File: config.mk
export PLATFORM = sky130hd
export DESIGN_NAME = palindrome_generator_flat
export DESIGN_NICKNAME = d
export VERILOG_FILES = /design/src/rtl/palindrome_pkg.sv /design/src/rtl/palindrome_if.sv /design/src/rtl/palindrome_mirror_shift.sv /design/src/rtl/palindrome_generator.sv /design/src/flat_wrapper.sv
export SDC_FILE = /design/constraint.sdc
export NUM_CORES = 1
export LEC_CHECK = 0
export CAP_MARGIN = 20
export CORE_ASPECT_RATIO = 1.1
export CORE_UTILIZATION = 35
export DETAILED_ROUTE_END_ITERATION = 10
export GPL_TIMING_DRIVEN = 0
export HOLD_SLACK_MARGIN = 0.05
export SKIP_CTS_REPAIR_TIMING = 1
export SLEW_MARGIN = 30
export SYNTH_ARGS = -nofsm -noshare
export SYNTH_HDL_FRONTEND = slang
export SYNTH_HIERARCHICAL = 1
export SYNTH_SLANG_ARGS = --single-unit
File: constraint.sdc
create_clock -name clk -period 3 [get_ports clk]
set_clock_uncertainty 0.15 [all_clocks]
set_input_delay 0.6 -clock clk [delete_from_list [all_inputs] [get_ports clk]]
set_output_delay 0.6 -clock clk [all_outputs]
set_load 0.01 [all_outputs]
File: src/rtl/palindrome_pkg.sv
// Shared types and helpers for the palindrome generator and its users.
package palindrome_pkg;

   typedef enum logic [1:0] {
      IDLE  = 2'd0,
      SHIFT = 2'd1,
      HOLD  = 2'd2
   } state_t;

   // Widest word is_palindrome() can inspect.
   localparam int MAX_W = 64;

   function automatic int pal_half(input int width);
      return width / 2;
   endfunction

   function automatic logic is_palindrome(input logic [MAX_W-1:0] word, input int width);
      logic ok;
      ok = 1'b1;
      for (int i = 0; i < MAX_W / 2; i++) begin
         if (i < width / 2 && word[i] != word[width-1-i]) ok = 1'b0;
      end
      return ok;
   endfunction

endpackage

File: src/rtl/palindrome_if.sv
// Input/output handshakes of the palindrome generator.
interface palindrome_if
   import palindrome_pkg::*;
#(
   parameter int WIDTH = 8
);
   localparam int HALF = pal_half(WIDTH);

   logic             in_valid;
   logic             in_ready;
   logic [HALF-1:0]  half_in;
   logic             out_valid;
   logic             out_ready;
   logic [WIDTH-1:0] data_out;
   logic             busy;

   modport master (
      output in_valid, half_in, out_ready,
      input  in_ready, out_valid, data_out, busy
   );

   modport slave (
      input  in_valid, half_in, out_ready,
      output in_ready, out_valid, data_out, busy
   );

endinterface

File: src/rtl/palindrome_mirror_shift.sv
// Bit-serial mirror: shifts the half-word LSB first into a lower-half register,
// producing the bit-reversed half after HALF steps.
module palindrome_mirror_shift
   import palindrome_pkg::*;
#(
   parameter int HALF = 4
) (
   input  logic            clk,
   input  logic            rst,
   input  logic            load,
   input  logic            step,
   input  logic [HALF-1:0] din,
   output logic            last,
   output logic [HALF-1:0] mirror
);
   localparam int CNT_W = (HALF > 1) ? $clog2(HALF) : 1;

   logic [HALF-1:0]  work;
   logic [HALF-1:0]  lower;
   logic [CNT_W-1:0] cnt;
   logic [HALF:0]    shifted;

   // The first bit shifted in ends at the top, so the result is reversed.
   assign shifted = {lower, work[0]};
   assign mirror  = shifted[HALF-1:0];
   assign last    = (cnt == CNT_W'(HALF - 1));

   always_ff @(posedge clk or posedge rst) begin
      if (rst) begin
         cnt <= '0;
      end else if (load) begin
         cnt <= '0;
      end else if (step && !last) begin
         cnt <= cnt + 1'b1;
      end
   end

   always_ff @(posedge clk) begin
      if (load) begin
         work  <= din;
         lower <= '0;
      end else if (step) begin
         work  <= work >> 1;
         lower <= mirror;
      end
   end

endmodule

File: src/rtl/palindrome_generator.sv
// Builds an N-bit palindrome from a half-word: accept, mirror bit-serially,
// then hold the word until the consumer takes it.
module palindrome_generator
   import palindrome_pkg::*;
#(
   parameter int WIDTH = 8
) (
   input  logic          clk,
   input  logic          rst,
   palindrome_if.slave   bus
);
   localparam int HALF = pal_half(WIDTH);

   state_t           state;
   state_t           state_nxt;
   logic             load;
   logic             step;
   logic             last;
   logic [HALF-1:0]  upper;
   logic [HALF-1:0]  mirror;
   logic [WIDTH-1:0] data_q;

   palindrome_mirror_shift #(.HALF(HALF)) u_mirror (
      .clk    (clk),
      .rst    (rst),
      .load   (load),
      .step   (step),
      .din    (bus.half_in),
      .last   (last),
      .mirror (mirror)
   );

   always_ff @(posedge clk or posedge rst) begin
      if (rst) state <= IDLE;
      else     state <= state_nxt;
   end

   always_comb begin
      state_nxt = state;
      load      = 1'b0;
      step      = 1'b0;
      case (state)
         IDLE: begin
            if (bus.in_valid) begin
               load      = 1'b1;
               state_nxt = SHIFT;
            end
         end
         SHIFT: begin
            step = 1'b1;
            if (last) state_nxt = HOLD;
         end
         HOLD: begin
            if (bus.out_ready) state_nxt = IDLE;
         end
         default: state_nxt = IDLE;
      endcase
   end

   always_ff @(posedge clk) begin
      if (load) upper <= bus.half_in;
   end

   // Loaded only on the final shift; keeps the last delivered word otherwise.
   always_ff @(posedge clk or posedge rst) begin
      if (rst) begin
         data_q <= '0;
      end else if (state == SHIFT && last) begin
         data_q <= {upper, mirror};
      end
   end

   assign bus.in_ready  = (state == IDLE) && !rst;
   assign bus.out_valid = (state == HOLD);
   assign bus.busy      = (state != IDLE);
   assign bus.data_out  = data_q;

   a_out_is_palindrome: assert property (@(posedge clk) disable iff (rst)
      bus.out_valid |-> is_palindrome(MAX_W'(bus.data_out), WIDTH));

endmodule

File: src/flat_wrapper.sv
// flat-port wrapper written by rule: the top's interface ports become plain ports
module palindrome_generator_flat import palindrome_pkg::*;
#(
   parameter int WIDTH = 8
)
  (clk, rst, bus_in_valid, bus_half_in, bus_out_ready, bus_in_ready, bus_out_valid, bus_data_out, bus_busy);
  palindrome_if #(.WIDTH(WIDTH)) bus_i ();
  input  logic clk;
  input  logic rst;
  input wire logic [$bits(bus_i.in_valid)-1:0] bus_in_valid;
  input wire logic [$bits(bus_i.half_in)-1:0] bus_half_in;
  input wire logic [$bits(bus_i.out_ready)-1:0] bus_out_ready;
  output wire logic [$bits(bus_i.in_ready)-1:0] bus_in_ready;
  output wire logic [$bits(bus_i.out_valid)-1:0] bus_out_valid;
  output wire logic [$bits(bus_i.data_out)-1:0] bus_data_out;
  output wire logic [$bits(bus_i.busy)-1:0] bus_busy;
  assign bus_i.in_valid = bus_in_valid;
  assign bus_i.half_in = bus_half_in;
  assign bus_i.out_ready = bus_out_ready;
  assign bus_in_ready = bus_i.in_ready;
  assign bus_out_valid = bus_i.out_valid;
  assign bus_data_out = bus_i.data_out;
  assign bus_busy = bus_i.busy;
  palindrome_generator #(.WIDTH(WIDTH)) u_core (.clk(clk), .rst(rst), .bus(bus_i));
endmodule
==> summary.md <==
| Metric | Value |
|---|---|
| Status | completed |
| Gpl congestion | 0.671 |
| Period minus WS final | approximately 2.5 ns |
| Leading area contributor after synthesis | dfrtp_1 |
| Avg Cell Area, Syn | 14.3 um^2 |
| Largest net degree at the start of global routing | 13 |
| Final ANT Viol Nets | 0 |
| Synth async-reset ratio | 0.522 |
| Vias per cell | 4.69 |
| Required @ worst endpoint | around 2.3 ns |
| Final hold vios | 0 |
| CTS Sinks | 23 |
| Port bufs | 18 |
| Setup slack after layout | 0.504 ns |
| HPWL Detailed | 1110 um |
| First-pass GRT wire length | around 2600 um |
| Initial antenna violation count | 0 |
| Max-cap violations | 0 |
| Top cells by area, synth | dfrtp_1, edfxtp_1, mux2_2, dfxtp_1, mux2i_1 |
| IO Pins | 19 |
| Clk pin slew, worst setup/hold paths | 0.11 ns |
| Area Overhead vs Synth | 25.5% |
| Netlist cell types | 23 |
| Crit-path max FO | 6 |
| Predominant post-synthesis flop cell | dfrtp_1 |
| Starting Density | 0.378 |
| Die height | ~57 um |
| Ratio of cells with drive above 1 in the final layout | 0.247 |
| Clock tree buffer depth | 2 |
| DR vias | 563 |
| Commonest cells in the synthesized netlist | dfrtp_1, mux2_2, edfxtp_1, nor2_1, inv_1 |
| Register area share after synthesis | 0.625 |
| Synth top area share | 0.313 |
| CTS tree | yes |
| Number of flops mapped to enable cells by yosys | 8 |
| Layout Nets | 99 |
| Area of the multi-input gates | approximately 320 um^2 |
| RSZ-0062 raised after global routing | no |
| Worst Setup Slack post-DPL | 0.289 ns |
| Worst Setup End Kind | output pin |
| Setup TNS | 0 ns |
| Max Slew Vio Count | 0 |
| GRT Util Overall | 0.126 |
| Syn nets | 76 |
| Core area | approximately 2500 um^2 |
| Worst Hold Class | primary input to asynchronous set/reset pin |
| Post-Synthesis Cells | 67 |
| Rows | 19 |
| Register area | 601 um^2 |
| Number of global-route vias before repair | 603 |
| FILL cells | 234 |
| Grt ovf | 0 |
| Drt first pass iters | 4 |
| DR WL/cell | 12.6 um |
| Arr. time, crit path | 1.75 ns |
| Clock tree root driver cell | clkbuf_4 |
| Critical path class | flip-flop to output pin |
| DRC | 0 |
| Synthesized cell area | between 900 and 1000 um^2 |
| P_leak | 0.535 nW |
| Fin crit share | 0.832 |
| Yosys warns | 6 |
| Die Area | 2960 um^2 |
| Final setup viols | 0 |
| Critical Path Source Type | flip-flop |
| Die X | 52.0 um |
| Seq cells post-synth | 23 |
| CTS H-tree lvls | 1 |
| Worst rel slew slack | 0.634 |
| P per Cell Area | just under 1000 nW/um^2 |
| Final wirelength | 1510 um |
| Worst-margin pin slew | 0.548 ns |
| Most frequent cell after synthesis | dfrtp_1 |
| Maximum vdd ir drop | 0.000454 V |
| Cts bufs inserted | 3 |
| Worst-skew pair later-pin latency | 0.30 ns |
| Ant diodes | 0 |
| 1st-iter DRT viols | 16 |
| Fmax | 401 MHz |
==> kinds of logic after synthesis <==
| logic type | count (synthesis) | synth area share |
|---|---|---|
| compound gates | 3 | 0.0156 |
| fa+ha+maj | 1 | 0.0130 |
| buf+inv | 7 | 0.0404 |
| flops | 23 | 0.625 |
| mux | 15 | 0.176 |
| simple gates | 18 | 0.130 |
==> per-stage QoR <==
step / util / instances / hold WS [ns] / power (W) / cell area, um^2
after global routing: 0.474 / 120 / 0.326 / 0.00128 / 1210
after detailed placement: 0.464 / 116 / 0.318 / 0.00107 / 1180
after global placement: 0.464 / 116 / 0.308 / 0.00106 / 1180
final: 0.474 / 120 / 0.337 / 0.00119 / 1210
after floorplan: - / 67 / 0.191 / 0.000874 / 961
after CTS: 0.474 / 120 / 0.320 / 0.00122 / 1210
==> critical path, stage by stage, from the launching register on <==
cell and delay [ns]:
dfrtp_1 0.46, or2_2 0.34, nor2_1 0.11, clkdlybuf4s50_1 0.54
==> final timing paths <==
kind / start / to / depth (start not counted) / slack, ns
max in group asynchronous: rst / u_core/bus.data_out[0] / 2 / 1.91
worst min register to register: u_core/upper[0] / u_core/bus.data_out[4] / 1 / 0.34
worst max register to register: u_core/state[0] / u_core/u_mirror/work[1] / 4 / 0.71
worst max-delay path: u_core/state[0] / bus_in_ready / 3 / 0.50
worst min-delay path: rst / u_core/u_mirror/cnt[0] / 2 / 0.34
min in group clk: u_core/upper[0] / u_core/bus.data_out[4] / 1 / 0.34
==> layout make-up <==
class / count / area share
sequential: 23 / 0.498
tap: 31 / 0.0322
multi-input combinational: 37 / 0.267
timing repair buffer: 18 / 0.149
inverter: 4 / 0.0124
clock buffer: 4 / 0.0218
buffer: 3 / 0.0197
==> cells in the final DEF (no fill, tap or decap), types with 2 or more instances in the layout <==
master            n
clkdlybuf4s50_1  18
dfrtp_1          12
mux2_2           11
edfxtp_1          8
nor2_1            6
inv_1             4
clkbuf_4          3
nand2b_1          3
mux2i_1           3
dfxtp_1           3
or2_2             2
nor2b_1           2
==> sequential cells by signal (all words and copies together), names as in the netlist <==
name                   count
u_core/upper               4
u_core/u_mirror/lower      3
u_core/state               2
u_core/u_mirror/cnt        2
u_core/bus.data_out        8
u_core/u_mirror/work       4
==> where the power goes <==
group | switching (W) | internal (W) | leakage [nW]
Combinational | 0.000203 | 0.000317 | 0.267
Sequential | 0.0000683 | 0.000470 | 0.253
Clock | 0.0000846 | 0.0000518 | 0.0150
Total | 0.000356 | 0.000839 | 0.535
==> routing by layer <==
layer / part of all wire / vias to the layer above / track usage
met3: 0.025 / 2 / 0.0320
met5: 0 / - / 0
met1: 0.42 / 278 / 0.157
met2: 0.54 / 8 / 0.198
li1: - / 275 / -
met4: 0.011 / 0 / 0.0695
Power figures use the tool's default switching activity.
